`src/rtl/border_pkg.sv`:
```
// border_pkg: side codes, side_en bit positions and tile-ROM address helper
package border_pkg;
    localparam logic [1:0] SIDE_TOP    = 2'd0;
    localparam logic [1:0] SIDE_BOTTOM = 2'd1;
    localparam logic [1:0] SIDE_LEFT   = 2'd2;
    localparam logic [1:0] SIDE_RIGHT  = 2'd3;
    localparam int SE_TOP    = 0;
    localparam int SE_BOTTOM = 1;
    localparam int SE_LEFT   = 2;
    localparam int SE_RIGHT  = 3;
    function automatic int tile_addr(input int row, input int col, input int tile);
        return row * tile + col;
    endfunction
endpackage

```
`src/rtl/mod_tracker.sv`:
```
// mod_tracker: registers a coordinate and tracks coord mod TILE incrementally, flagging jumps
module mod_tracker #(
    parameter int W    = 11,
    parameter int TILE = 25,
    parameter int MW   = 5
) (
    input  logic          clk,
    input  logic          reset,
    input  logic [W-1:0]  coord,
    input  logic          hold_eq,
    output logic [W-1:0]  q,
    output logic [MW-1:0] mod,
    output logic          err
);
    logic          step;
    logic          same;
    logic [MW-1:0] mod_n;
    always_comb begin
        step  = coord == W'(q + 1'b1);
        same  = hold_eq && coord == q;
        mod_n = coord == '0 ? '0 :
                step ? (mod == MW'(TILE - 1) ? '0 : mod + 1'b1) :
                same ? mod : '0;
    end
    always_ff @(posedge clk) begin
        if (reset) begin
            q   <= '0;
            mod <= '0;
            err <= 1'b0;
        end else begin
            q   <= coord;
            mod <= mod_n;
            err <= coord != '0 && !step && !same;
        end
    end
endmodule

```
`src/rtl/border_tiler.sv`:
```
// border_tiler: classifies pixels into border bands and emits scrolled tile-ROM addresses
module border_tiler
    import border_pkg::*;
#(
    parameter int H_ACTIVE = 800,
    parameter int V_ACTIVE = 600,
    parameter int TILE     = 25,
    parameter int THICK    = 1,
    parameter int X_W      = 11,
    parameter int Y_W      = 10,
    parameter int ADDR_W   = 10
) (
    input  logic              clk,
    input  logic              reset,
    input  logic              active,
    input  logic [X_W-1:0]    p_x,
    input  logic [Y_W-1:0]    p_y,
    input  logic [3:0]        side_en,
    input  logic              scroll_en,
    input  logic [7:0]        scroll_div,
    output logic              enable,
    output logic [ADDR_W-1:0] address,
    output logic [1:0]        side,
    output logic              sync_err
);
    localparam int B  = THICK * TILE;
    localparam int MW = TILE > 1 ? $clog2(TILE) : 1;

    logic [X_W-1:0]    x_a;
    logic [Y_W-1:0]    y_a;
    logic [MW-1:0]     xm, ym, soff, row, col;
    logic [7:0]        fcnt;
    logic              act_a, x_err, y_err;
    logic              top, bottom, left, right, on;
    logic [1:0]        sel;
    logic [ADDR_W-1:0] addr_n;

    function automatic logic [MW-1:0] wrap_add(input logic [MW-1:0] a, input logic [MW-1:0] b);
        logic [MW:0] s;
        s = {1'b0, a} + {1'b0, b};
        return s >= (MW+1)'(TILE) ? MW'(s - (MW+1)'(TILE)) : MW'(s);
    endfunction

    mod_tracker #(.W(X_W), .TILE(TILE), .MW(MW)) u_x (
        .clk(clk), .reset(reset), .coord(p_x), .hold_eq(1'b0), .q(x_a), .mod(xm), .err(x_err)
    );
    mod_tracker #(.W(Y_W), .TILE(TILE), .MW(MW)) u_y (
        .clk(clk), .reset(reset), .coord(p_y), .hold_eq(1'b1), .q(y_a), .mod(ym), .err(y_err)
    );

    // Scroll offset advances alongside the frame-start sample so stage B already sees it.
    always_ff @(posedge clk) begin
        if (reset) begin
            act_a <= 1'b0;
            fcnt  <= '0;
            soff  <= '0;
        end else begin
            act_a <= active;
            if (p_x == '0 && p_y == '0 && scroll_en) begin
                if (fcnt == scroll_div) begin
                    fcnt <= '0;
                    soff <= soff == MW'(TILE - 1) ? '0 : soff + 1'b1;
                end else begin
                    fcnt <= fcnt + 1'b1;
                end
            end
        end
    end

    // Corners go to top/bottom and never fall through to left/right when that side is off.
    always_comb begin
        top    = y_a < Y_W'(B);
        bottom = y_a >= Y_W'(V_ACTIVE - B);
        left   = x_a < X_W'(B);
        right  = x_a >= X_W'(H_ACTIVE - B);
        sel    = top ? SIDE_TOP : bottom ? SIDE_BOTTOM : left ? SIDE_LEFT : SIDE_RIGHT;
        on     = act_a && (top || bottom || left || right) && side_en[sel];
        row    = sel[1] ? wrap_add(ym, soff) : ym;
        col    = sel[1] ? xm : wrap_add(xm, soff);
        addr_n = ADDR_W'(tile_addr(int'(row), int'(col), TILE));
    end

    always_ff @(posedge clk) begin
        if (reset) begin
            enable   <= 1'b0;
            address  <= '0;
            side     <= '0;
            sync_err <= 1'b0;
        end else begin
            enable   <= on;
            address  <= on ? addr_n : '0;
            side     <= on ? sel : 2'd0;
            sync_err <= x_err | y_err;
        end
    end
endmodule

```
`config.mk`:
```
export PLATFORM = sky130hd
export DESIGN_NAME = border_tiler
export DESIGN_NICKNAME = d
export VERILOG_FILES = /design/src/rtl/border_pkg.sv /design/src/rtl/mod_tracker.sv /design/src/rtl/border_tiler.sv
export SDC_FILE = /design/constraint.sdc
export NUM_CORES = 1
export LEC_CHECK = 0
export CAP_MARGIN = 20
export CORE_MARGIN = 2
export CORE_UTILIZATION = 30
export DETAILED_ROUTE_END_ITERATION = 8
export GPL_ROUTABILITY_DRIVEN = 0
export SLEW_MARGIN = 25
export SYNTH_ARGS = -nofsm -noshare
export SYNTH_HDL_FRONTEND = slang
export SYNTH_SLANG_ARGS = --single-unit
```
`constraint.sdc`:
```
create_clock -name clk -period 4.7 [get_ports clk]
set_clock_uncertainty 0.1 [all_clocks]
set_input_delay 1.175 -clock clk [delete_from_list [all_inputs] [get_ports clk]]
set_output_delay 1.175 -clock clk [all_outputs]
set_load 0.03 [all_outputs]
```
==> results.cfg <==
[outcome]
run_status = finished clean

[min_path]
hp-start = u_y.err
hold_class = reg -> reg

[yosys]
number_of_flops_mapped_to_enable_cells_by_yosys = 0
yosys_most_used_dff = sky130_fd_sc_hd__dfxtp_1
avgSynthCellArea_sq_um = 8.52
post-synth-top-area-cell = sky130_fd_sc_hd__dfxtp_1
part_of_the_yosys_area_used_for_sequential_elements_pct = 28.3
mappedNetlistArea_sq_um = 4310
synth.area.top_cells = sky130_fd_sc_hd__dfxtp_1, sky130_fd_sc_hd__ha_1, sky130_fd_sc_hd__xnor2_1
synth.net_count = 599
synth.distinct_cells = 54
synth.top_cell.area_share_pct = 28.3
postSynthRegisterBits = 61
synth_async_sr_flop_share_pct = 0
synth_cells = 506
synthesis.yosys.warnings = 0

[cts]
h-tree-depth = 3
clkLatencyLatePin_ps = 340
cts_root_buffer = sky130_fd_sc_hd__clkbuf_16
cts_made_buffers = 9
tritoncts_clock_tree = yes
clock_sinks = 61
clkSlewWorstSetupHoldPaths_ps = 60
max_clock_buf_depth = 2

[setup_path]
path_cells = ha_2 -> fa_2 -> a21o_1 -> a22o_1 -> a311oi_2 -> a21oi_2 -> o21a_1 -> o31ai_4 -> ha_1 -> ha_1 -> inv_1 -> fa_1 -> inv_1 -> ha_4 -> nand2_1 -> o21a_1 -> buf_4 -> xnor2_2 -> nor2b_1
crit_path_end_kind = flop
slowest_cell_on_crit_path = sky130_fd_sc_hd__fa_1
worst_ep_arrival_time_ps = 4640
critPathLaunch = u_y.mod[0]
timing.critical_path.buf_inv = 3
critical_path.reg2reg.startpoint = u_y.mod[0]
worst_path_dominant_cell_family = adder cells
critical_path_peak_fanout = 4
worst_setup_path_start_kind = flop
crit_type = reg -> reg
critical_path_required_ps = 4820
cpPeakStageDelay_ps = 520

[timing]
period_needed_ps = 4520
worst-slew-pin-transition_ps = 653
fin_crit_share_pct = 96.1
maxSlewViolCount = 0
report.final.hold_viol_count = 0
slew_headroom_pct = 56.5
achievable-frequency_mhz = 221
timing.hold.ws_ps = 384
report.final.setup_viol = 0

[detailed_routing]
via_count = 3807
drt-vias-per-instance = 4.89
drt-pass1-iter-count = 4
drcViolationCount = 0
drt.antenna.violating_nets = 0
wire_per_inst_um = 13.5
detailedRoute.firstIterationViolations = 212
postRouteWirelength_um = 10500

[layout]
num-nets-final = 690
post-route-cell-area_sq_um = 5690
num_antenna_cells = 0
filler_cell_count = 1352
area_growth_syn_to_layout_pct = 32.0
layout.cells.most_common = sky130_fd_sc_hd__dfxtp_1
post_layout_nonfiller_instances = 779
highest_count_cells_in_the_layout_ignoring_fill_and_taps = sky130_fd_sc_hd__dfxtp_1, sky130_fd_sc_hd__clkdlybuf4s50_1, sky130_fd_sc_hd__ha_1
drive_above_1_share_pct = 13.7

[place]
numPlacedInstances = 761
dp.final_hpwl_um = 8090
port_buffers = 50
detailed_place.area_sq_um = 5240

[power_and_ir_drop]
power.share.switching_pct = 25.1
pwr-share-comb_pct = 13.2
clock_power_share_pct = 46.6
power_density_relative_to_cell_area_nw_per_um2 = 239
netSwitchingPower_mw = 0.341
p_leak_nw = 2.44
cellInternalPower_mw = 1.02
power.share.sequential_pct = 40.1
peakVddDrop_mv = 0.154

[grt]
globalRoute.totalOverflow = 0
grt_start_max_net_pins = 18
grt_pass1_wl_um = 17200
initial_antenna_violation_count = 0
groute.usage.overall_pct = 14.3
vias_in_the_first_global_route = 3786

[floorplanning]
start_util_pct = 30.9
std_cell_rows = 43
die_area_sq_um = 15300
dieHeight_um = 124
floorplan.core_area_sq_um = 13900
top_level_ports = 51
chipWidth_um = 124

[flow_run]
cap_viol_max_count = 0
## area by class of cell
class	instances	area, sq um	share of cell area (%)
multi-input combinational	401	3060	53.7
sequential	61	1220	21.5
timing repair buffer	88	786	13.8
clock buffer	10	229	4.02
tap	180	225	3.96
inverter	36	135	2.37
clock inverter	3	40.0	0.703
## stage by stage
stage	setup TNS (ps)	util, %	setup WS (ps)	total power, mW
floorplan	0	-	35.3	0.656
global placement	-34.0	37.6	-34.0	0.724
detailed placement	-495	37.6	-204	0.728
CTS	0	39.7	1.36	1.37
global route	-32.0	40.8	-22.6	1.41
finish	0	40.8	184	1.36
## flip-flops by register name, indices dropped and copies added (netlist names)
name and cells:
enable 1, u_x.mod 5, sync_err 1, u_x.q 11, u_y.q 10, side 2, u_y.err 1, u_y.mod 5
address 10, soff 5, act_a 1, fcnt 8, u_x.err 1
## Yosys cell counts, types with 4 or more instances
master	count
sky130_fd_sc_hd__o21a_1	4
sky130_fd_sc_hd__a21oi_1	22
sky130_fd_sc_hd__clkbuf_1	4
sky130_fd_sc_hd__a31oi_1	5
sky130_fd_sc_hd__nand4_1	9
sky130_fd_sc_hd__inv_1	36
sky130_fd_sc_hd__or3_1	5
sky130_fd_sc_hd__nor3_1	22
sky130_fd_sc_hd__nand2_1	38
sky130_fd_sc_hd__ha_1	51
sky130_fd_sc_hd__a211oi_1	6
sky130_fd_sc_hd__xor2_1	28
sky130_fd_sc_hd__fa_1	5
sky130_fd_sc_hd__nand3_1	18
sky130_fd_sc_hd__nor4_1	6
sky130_fd_sc_hd__dfxtp_1	61
sky130_fd_sc_hd__a21o_1	11
sky130_fd_sc_hd__nor2_1	40
sky130_fd_sc_hd__nor2b_1	24
sky130_fd_sc_hd__o21ai_0	21
sky130_fd_sc_hd__mux2i_1	10
sky130_fd_sc_hd__xnor2_1	32
## worst register-to-register path, stage by stage (launching register included)
cell and delay (ps):
sky130_fd_sc_hd__dfxtp_1 310, sky130_fd_sc_hd__ha_2 200, sky130_fd_sc_hd__fa_2 380, sky130_fd_sc_hd__a21o_1 200, sky130_fd_sc_hd__a22o_1 250, sky130_fd_sc_hd__a311oi_2 270
sky130_fd_sc_hd__a21oi_2 150, sky130_fd_sc_hd__o21a_1 250, sky130_fd_sc_hd__o31ai_4 230, sky130_fd_sc_hd__ha_1 260, sky130_fd_sc_hd__ha_1 280, sky130_fd_sc_hd__inv_1 50
sky130_fd_sc_hd__fa_1 520, sky130_fd_sc_hd__inv_1 60, sky130_fd_sc_hd__ha_4 290, sky130_fd_sc_hd__nand2_1 50, sky130_fd_sc_hd__o21a_1 180, sky130_fd_sc_hd__buf_4 140
sky130_fd_sc_hd__xnor2_2 110, sky130_fd_sc_hd__nor2b_1 120
## path summary, 6_finish.rpt
path	end	slack (ps)	depth (start not counted)
worst max-delay path	address[7]	180	19
worst min-delay path	sync_err	380	2
worst max register to register	address[7]	180	19
worst min register to register	sync_err	380	2
## routing by layer
layer	part of all wire (%)	global-route usage [%]	vias up
li1	-	-	1951
met1	47	17.7	1780
met2	48	24.6	65
met3	3.5	2.79	11
met4	1.5	4.97	0
met5	0	0	-
## timing repair
action	CTS	global route
hold buffers	0	0
buffers inserted	0	5
gates resized for setup	3	32
pin swaps	1	25
cloned	0	0
endpoints found under the setup margin	5	5
## power groups by stage
stage | Clock, mW | Combinational (mW) | Sequential, mW
floorplan | 0 | 0.0996 | 0.556
global placement | 0 | 0.168 | 0.555
detailed placement | 0 | 0.172 | 0.556
CTS | 0.648 | 0.174 | 0.545
global route | 0.668 | 0.197 | 0.547
finish | 0.634 | 0.180 | 0.545
## kinds of logic (layout without fill, tap and decap cells)
group / count (synthesis) / after routing / share of synthesized area (%)
xor+xnor: 61 / 61 / 12.6
mux: 10 / 10 / 2.32
simple gates: 179 / 179 / 20.8
compound gates: 94 / 94 / 14.6
buf+inv: 44 / 137 / 4.09
fa+ha+maj: 57 / 57 / 17.4
flops: 61 / 61 / 28.3
Note: power is estimated with default switching activity, not from simulation.
